<file path="src/rtl/mem_arbiter_pkg.sv">
// Shared encodings for the fetch/data memory arbiter: FSM states, owner tags
// and the byte-enable width.
package mem_arbiter_pkg;

  typedef enum logic [1:0] {
    ST_IDLE = 2'd0,
    ST_REQ  = 2'd1,
    ST_WAIT = 2'd2
  } state_t;

  typedef enum logic {
    OWN_IF = 1'b0,
    OWN_D  = 1'b1
  } owner_t;

  localparam int WSTRB_W = 4;

endpackage

</file>
<file path="src/rtl/mem_arbiter_arb_prio_streak.sv">
// Priority select between fetch and data requesters. Data wins unless fetch
// has been passed over MAX_STREAK times in a row.
module arb_prio_streak #(
  parameter int MAX_STREAK = 4
) (
  input  logic clk,
  input  logic reset_n,
  input  logic i_en,
  input  logic i_if_req,
  input  logic i_d_req,
  output logic o_grant_d,
  output logic o_grant_if
);

  localparam int SW = (MAX_STREAK < 1) ? 1 : $clog2(MAX_STREAK + 1);
  localparam logic [SW-1:0] MAX_S = SW'(MAX_STREAK);

  logic [SW-1:0] r_streak;
  logic          w_force_if;

  assign w_force_if = i_if_req && (r_streak == MAX_S);
  assign o_grant_d  = i_en && i_d_req && !w_force_if;
  assign o_grant_if = i_en && i_if_req && !o_grant_d;

  // Streak only counts data grants that actually made fetch wait.
  always_ff @(posedge clk or negedge reset_n) begin
    if (!reset_n) begin
      r_streak <= '0;
    end else if (o_grant_if) begin
      r_streak <= '0;
    end else if (o_grant_d) begin
      if (i_if_req) begin
        if (r_streak != MAX_S) begin
          r_streak <= r_streak + 1'b1;
        end
      end else begin
        r_streak <= '0;
      end
    end
  end

endmodule

</file>
<file path="src/rtl/mem_arbiter.sv">
// Shares one single-port, variable-latency memory bus between instruction
// fetch and load/store, one transaction at a time, with registered bus outputs.
module mem_arbiter
  import mem_arbiter_pkg::*;
#(
  parameter int ADDR_W     = 32,
  parameter int DATA_W     = 32,
  parameter int MAX_STREAK = 4
) (
  input  logic               clk,
  input  logic               reset_n,
  input  logic               if_req,
  input  logic [ADDR_W-1:0]  if_addr,
  output logic               if_done,
  output logic [DATA_W-1:0]  if_rdata,
  input  logic               d_req,
  input  logic               d_we,
  input  logic [ADDR_W-1:0]  d_addr,
  input  logic [WSTRB_W-1:0] d_wstrb,
  input  logic [DATA_W-1:0]  d_wdata,
  output logic               d_done,
  output logic [DATA_W-1:0]  d_rdata,
  output logic               m_valid,
  input  logic               m_ready,
  output logic               m_we,
  output logic [ADDR_W-1:0]  m_addr,
  output logic [WSTRB_W-1:0] m_wstrb,
  output logic [DATA_W-1:0]  m_wdata,
  input  logic               m_rvalid,
  input  logic [DATA_W-1:0]  m_rdata,
  output logic [1:0]         dbg_state
);

  // Bus handshake: a request transfers on the rising edge where m_valid and
  // m_ready are both high; m_* fields hold until then. m_rvalid is a one-cycle
  // response pulse accepted only in WAIT.

  state_t               r_state;
  owner_t               r_owner;
  logic                 r_m_valid;
  logic                 r_m_we;
  logic [ADDR_W-1:0]    r_m_addr;
  logic [WSTRB_W-1:0]   r_m_wstrb;
  logic [DATA_W-1:0]    r_m_wdata;
  logic [DATA_W-1:0]    r_if_rdata;
  logic [DATA_W-1:0]    r_d_rdata;
  logic                 r_if_done;
  logic                 r_d_done;
  logic                 w_grant_en;
  logic                 w_grant_d;
  logic                 w_grant_if;

  // The done cycle is an IDLE where the finishing requester still holds req;
  // granting then would replay the request it just completed.
  assign w_grant_en = (r_state == ST_IDLE) && !r_if_done && !r_d_done;

  arb_prio_streak #(
    .MAX_STREAK (MAX_STREAK)
  ) u_prio (
    .clk        (clk),
    .reset_n    (reset_n),
    .i_en       (w_grant_en),
    .i_if_req   (if_req),
    .i_d_req    (d_req),
    .o_grant_d  (w_grant_d),
    .o_grant_if (w_grant_if)
  );

  always_ff @(posedge clk or negedge reset_n) begin
    if (!reset_n) begin
      r_state    <= ST_IDLE;
      r_owner    <= OWN_IF;
      r_m_valid  <= 1'b0;
      r_m_we     <= 1'b0;
      r_m_addr   <= '0;
      r_m_wstrb  <= '0;
      r_m_wdata  <= '0;
      r_if_rdata <= '0;
      r_d_rdata  <= '0;
      r_if_done  <= 1'b0;
      r_d_done   <= 1'b0;
    end else begin
      r_if_done <= 1'b0;
      r_d_done  <= 1'b0;
      case (r_state)
        ST_IDLE: begin
          if (w_grant_d) begin
            r_owner   <= OWN_D;
            r_m_we    <= d_we;
            r_m_addr  <= d_addr;
            r_m_wstrb <= d_we ? d_wstrb : '0;
            r_m_wdata <= d_wdata;
            r_m_valid <= 1'b1;
            r_state   <= ST_REQ;
          end else if (w_grant_if) begin
            r_owner   <= OWN_IF;
            r_m_we    <= 1'b0;
            r_m_addr  <= if_addr;
            r_m_wstrb <= '0;
            r_m_wdata <= '0;
            r_m_valid <= 1'b1;
            r_state   <= ST_REQ;
          end
        end
        ST_REQ: begin
          if (m_ready) begin
            r_m_valid <= 1'b0;
            r_state   <= ST_WAIT;
          end
        end
        ST_WAIT: begin
          if (m_rvalid) begin
            if (r_owner == OWN_D) begin
              r_d_done <= 1'b1;
              if (!r_m_we) begin
                r_d_rdata <= m_rdata;
              end
            end else begin
              r_if_done  <= 1'b1;
              r_if_rdata <= m_rdata;
            end
            r_state <= ST_IDLE;
          end
        end
        default: begin
          r_m_valid <= 1'b0;
          r_state   <= ST_IDLE;
        end
      endcase
    end
  end

  assign m_valid   = r_m_valid;
  assign m_we      = r_m_we;
  assign m_addr    = r_m_addr;
  assign m_wstrb   = r_m_wstrb;
  assign m_wdata   = r_m_wdata;
  assign if_done   = r_if_done;
  assign if_rdata  = r_if_rdata;
  assign d_done    = r_d_done;
  assign d_rdata   = r_d_rdata;
  assign dbg_state = r_state;

endmodule

</file>
<file path="config.mk">
export PLATFORM = sky130hd
export DESIGN_NAME = mem_arbiter
export DESIGN_NICKNAME = d
export VERILOG_FILES = /design/src/rtl/mem_arbiter_pkg.sv /design/src/rtl/mem_arbiter_arb_prio_streak.sv /design/src/rtl/mem_arbiter.sv
export SDC_FILE = /design/constraint.sdc
export NUM_CORES = 1
export LEC_CHECK = 0
export BUFFER_PORTS_ARGS = -buffer_cell sky130_fd_sc_hd__buf_4
export CORE_MARGIN = 1
export CORE_UTILIZATION = 46
export DETAILED_ROUTE_END_ITERATION = 12
export GPL_TIMING_DRIVEN = 0
export PLACE_DENSITY = 0.8
export SLEW_MARGIN = 20
export SYNTH_ARGS = -nofsm -noshare
export SYNTH_HDL_FRONTEND = slang
export SYNTH_SLANG_ARGS = --single-unit
</file>
<file path="constraint.sdc">
create_clock -name clk -period 1.9 [get_ports clk]
set_clock_uncertainty 0.05 [all_clocks]
set_input_delay 0 -clock clk [delete_from_list [all_inputs] [get_ports clk]]
set_output_delay 0 -clock clk [all_outputs]
set_load 0.02 [all_outputs]
</file>
# Yosys cells after proc, flatten, opt, wreduce, memory -nomap -nowiden

Cells that the tools add are included.

Equality and inequality tests: 8
Reduce and logical (&&, ||, !) cells: 19
Bitwise gates (word level): 3
Add/subtract/negate cells: 1
Mux-type cells: 29

Operators with widths:

| kind                                                                     | count |
|---|---|
| 32-bit two-way mux                                                       | 4 |
| 1-bit two-way mux                                                        | 12 |
| 3-bit two-way mux                                                        | 4 |
| 4-bit two-way mux                                                        | 3 |
| 3-bit AND reduction                                                      | 3 |
| 2-bit two-way mux                                                        | 4 |
| 1-bit logical AND                                                        | 7 |
| 3-bit by 1-bit inequality test with 1-bit output (second input constant) | 2 |
| 2-bit case mux with 3 select lines                                       | 1 |
| 1-bit logical NOT                                                        | 4 |
| 2-bit inequality test (second input constant)                            | 2 |
| 2-bit AND reduction                                                      | 2 |
| 4-bit AND reduction                                                      | 1 |
| 3-bit by 1-bit adder with 3-bit output (second input constant)           | 1 |
| 3-bit equality test (second input constant)                              | 1 |
| 3-bit inequality test (second input constant)                            | 1 |
| 1-bit NOT                                                                | 3 |
| 1-bit case mux with 3 select lines                                       | 1 |
| 2-bit by 1-bit equality test with 1-bit output (second input constant)   | 1 |
| 2-bit equality test (second input constant)                              | 1 |
| 2-bit logical NOT                                                        | 1 |
| 2-bit nonzero test                                                       | 1 |

Flip-flop bits (word level): 142
Bits of input ports: 139

# Depth between registers and ports, before layout

Word-level depth: 10
Depth in mapped cells: 7

# Modules after synthesis

A second synthesis with hierarchy kept.

Cell total of the unflattened synthesis: 367
Area total of the unflattened synthesis: 5856.9 sq um

Modules (own cells, without submodules):

| module          | times used | area an instance (sq um) | cells an instance |
|---|---|---|---|
| mem_arbiter     | 1          | 5664.2                   | 344 |
| arb_prio_streak | 1          | 192.7                    | 23 |

# Least setup slack after synthesis

OpenSTA, ideal clock, no wires.

Path kind: register to register
Start: register r_state[0] (netlist: dbg_state[0])
End: register r_if_rdata[10] (netlist: if_rdata[10])
Data required time: 1725 ps
Setup time: 125 ps
Period minus slack after synthesis: 1788 ps
Arrival: 1614 ps
Slack: 112 ps
Stages on the path, launching flop included: 5
Cells stage by stage: dfrtp_1 -> nand2b_1 -> nor3b_2 -> buf_2 -> mux2_2

Cells in the longest elaborated chain, start to end: 2

Ends and longest elaborated chain:

| what                          | line               | RTL |
|---|---|---|
| from (decl)                   | mem_arbiter.sv:38  | `state_t r_state;` |
| from (signal assigned)        | mem_arbiter.sv:71  | `r_state <= ST_IDLE;` |
| from (signal assigned)        | mem_arbiter.sv:94  | `r_state <= ST_REQ;` |
| from (signal assigned)        | mem_arbiter.sv:102 | `r_state <= ST_REQ;` |
| 2-bit equality test           | mem_arbiter.sv:85  | `case (r_state)` |
| 3-bit AND reduction (no line) | n/a                |  |
| to (signal assigned)          | mem_arbiter.sv:120 | `r_if_rdata <= m_rdata;` |
| to (decl)                     | mem_arbiter.sv:45  | `logic [DATA_W-1:0] r_if_rdata;` |

Every way passes these cells.
A chain may end at the register's enable or synchronous reset.

# Worst setup path after layout

Start: register r_state[0] (netlist: dbg_state[0])
End: register r_d_rdata[30] (netlist: d_rdata[30])

Cells in the longest elaborated chain, start to end: 2

Ends and longest elaborated chain:

| what                          | line               | RTL |
|---|---|---|
| 2-bit equality test           | mem_arbiter.sv:85  |  |
| 4-bit AND reduction (no line) | n/a                |  |
| to (signal assigned)          | mem_arbiter.sv:116 | `r_d_rdata <= m_rdata;` |
| to (decl)                     | mem_arbiter.sv:46  | `logic [DATA_W-1:0] r_d_rdata;` |

Every way passes these cells.

==> impl_metrics.tcl <==
set metrics [dict create \
    gp_congestion 0.781 \
    async_reset_ff_share_pct 100 \
    dr.pass1.iters 5 \
    p_comb_share_pct 46.7 \
    crit_path_end_kind "flip-flop" \
    cts_tree "done" \
    synthCells 444 \
    grt_remaining_overflow 0 \
    arrival_ns 2.06 \
    nNetsFinal 1023 \
    fin_crit_sh_pct 95.7 \
    worstMarginPinSlew_ns 0.543 \
    cts-root-buf "clkbuf_16" \
    clk_pin_slew_worst_paths_ns 0.06 \
    cts_max_level 4 \
    cellLeakagePower_nw 4.82 \
    grt_pass1_vias 6280 \
    synth.area.top_cells "dfrtp_1 (62%), mux2_2 (12%), a22o_1 (5.1%)" \
    io_buffers 275 \
    p_sw_mw 6.33 \
    switching_share_pct 38.7 \
    synth-adder-area-share_pct 0.440 \
    antennaDiodeCount 0 \
    viasPerCell 5.70 \
    power_density_nw_per_um2 1630 \
    status "finished clean" \
    yosysMostFrequentCell "dfrtp_1" \
    cap_violations 0 \
    hold_viol 0 \
    grt_start_max_net_pins 79 \
    grt_pass1_wl_um 33500 \
    drc_errors 0 \
    slew_headroom_pct 63.8 \
    max-vdd-ir-drop_v 0.00101 \
    synthXorXnorAreaFrac_pct 0 \
    wirelength_um 21700 \
    drt_iter0_markers 432 \
    synth_cell_types 30 \
    p_seq_share_pct 33.3 \
    p_clk_share_pct 20.0 \
    netlist_area_sq_um 5690 \
    wl_per_cell_um 20.8 \
    synth_edf_count 0 \
    synth_nets 585 \
    hp-class "in2async" \
    synth-simple-area-share_pct 5.06 \
    pin_count 277 \
    crit_required_ns 2.14 \
    synth_top_family_by_area "compound AO/OA/AOI/OAI gates" \
    muxShareOfSynthArea_pct 12.7 \
    die_area_sq_um 12800 \
    synth_warnings 0 \
    antenna_found_initial 0 \
    fin_area_sq_um 10000 \
    rsz0062_at_grt "false" \
    clock-sinks 142 \
    hold_slack_ns 0.0551 \
    worstSetupPathType "reg2reg" \
    area_growth_pct 76.4 \
    clk_latency_ns 0.42 \
    synth.avg_cell_area_sq_um 12.8 \
    finalMaxSlewViolations 0 \
    die_h_um 113 \
    synth-seq-area-share_pct 62.5 \
    postRouteAntennaNets 0 \
    fin_cells 1040 \
    drive_gt1_share_pct 44.6 \
    postPlaceCellArea_sq_um 7970 \
    dp.cells 867 \
    synth_seq_cells 142 \
    vias 5931 \
    synth_top_cell_area_share_pct 62.5 \
    grt_usage_pct 34.7 \
    timing.fmax_mhz 550 \
    cellInternalPower_mw 10.0 \
    finalCriticalPeriod_ns 1.82 \
    finalSetupViolations 0 \
    start_kind "flip-flop" \
    critPathMaxFanout 10 \
    die_x_um 113 \
    start_util_pct 47.3 \
    core-area_sq_um 12000 \
    place_hpwl_um 12000 \
    clock_path_buffers 2 \
    yosysTopAreaCell "dfrtp_1" \
    row_count 40 \
    ys_dominant_reg_cell "dfrtp_1" \
    synth_common_cells "dfrtp_1 (142), mux2_2 (63), o21ai_0 (34)" \
    timing.setup.tns_ns 0 \
    cts_buffers 17 \
    synth-compound-area-share_pct 15.9 \
]
## layer usage
metal | global-route usage [%] | routed length [um] | vias up
met1 | 37.0 | 7600 | 2888
li1 | - | - | 2525
met5 | 0 | 0 | -
met4 | 19.8 | 1050 | 0
met3 | 9.21 | 1850 | 87
met2 | 62.0 | 11200 | 431
## critical path: stages (launching register included)
cell	delay, ns
dfrtp_2	0.46
and4b_1	0.28
nor2b_1	0.13
clkbuf_2	0.19
buf_4	0.22
mux2_2	0.37
## metrics by stage
step                setup WS, ns  total power, mW  util (%)
finish                    0.0811             16.3      83.5
global route             0.00321             17.0      83.5
CTS                       0.0143             15.9      83.1
detailed placement        -0.201             12.3      66.4
global placement          -0.224             12.1      66.1
floorplan                  0.112             9.06         -
## timing repair
item	in CTS	in global routing
setup endpoints to repair	101	98
endpoints found under the hold margin	282	0
pin swaps	2	0
gates resized for setup	3	28
hold buffers	139	0
buffers inserted	4	0
## worst paths after layout
kind                                   start           end  slack [ns]  cells past startpoint
worst min-delay path                 reset_n   d_rdata[24]        0.06                      2
worst max-delay path            dbg_state[0]   d_rdata[30]        0.08                      5
worst min register to register       m_valid       m_valid        0.44                      2
max in group asynchronous            reset_n  dbg_state[0]        0.99                      3
worst max register to register  dbg_state[0]   d_rdata[30]        0.08                      5
min in group clk                 d_wdata[10]   m_wdata[10]        0.30                      3
## power groups by stage
stage	Combinational [mW]	Sequential [mW]	Clock, mW
finish	7.63	5.44	3.27
global route	8.01	5.55	3.42
CTS	7.34	5.34	3.27
detailed placement	7.02	5.33	0
global placement	6.82	5.26	0
floorplan	2.17	6.89	0
## cell type report
type,instances,area [sq um]
sequential,142,3560
timing repair buffer,419,3520
fill,594,1980
multi-input combinational,258,1970
clock buffer,25,495
buffer,40,210
tap,147,184
clock inverter,5,81.3
inverter,4,15.0
## flip-flops by register name, indices dropped and copies added (netlist names)
name	flops
r_owner	1
m_wstrb	4
u_prio.r_streak	3
d_rdata	32
m_addr	32
dbg_state	2
m_we	1
if_rdata	32
m_wdata	32
d_done	1
m_valid	1
if_done	1
## logic make-up after synthesis
family,Yosys count
compound gates,141
fa+ha+maj,2
buf+inv,44
flops,142
mux,64
simple gates,51
## cell usage in the layout, fill, tap and decap left out, drive strengths merged, types with 2 or more instances in the layout
cell and count:
a32o 5, o21ai 34, ha 2, nand3 33
dfrtp 142, dlygate4sd3 139, bufinv 2, clkbuf 51
nand2 6, a21oi 33, buf 294, inv 4
a22o 33, mux2 64, a31oi 33, nor3b 2
and3 2, clkinv 2
(Power assumes the default switching activity.)
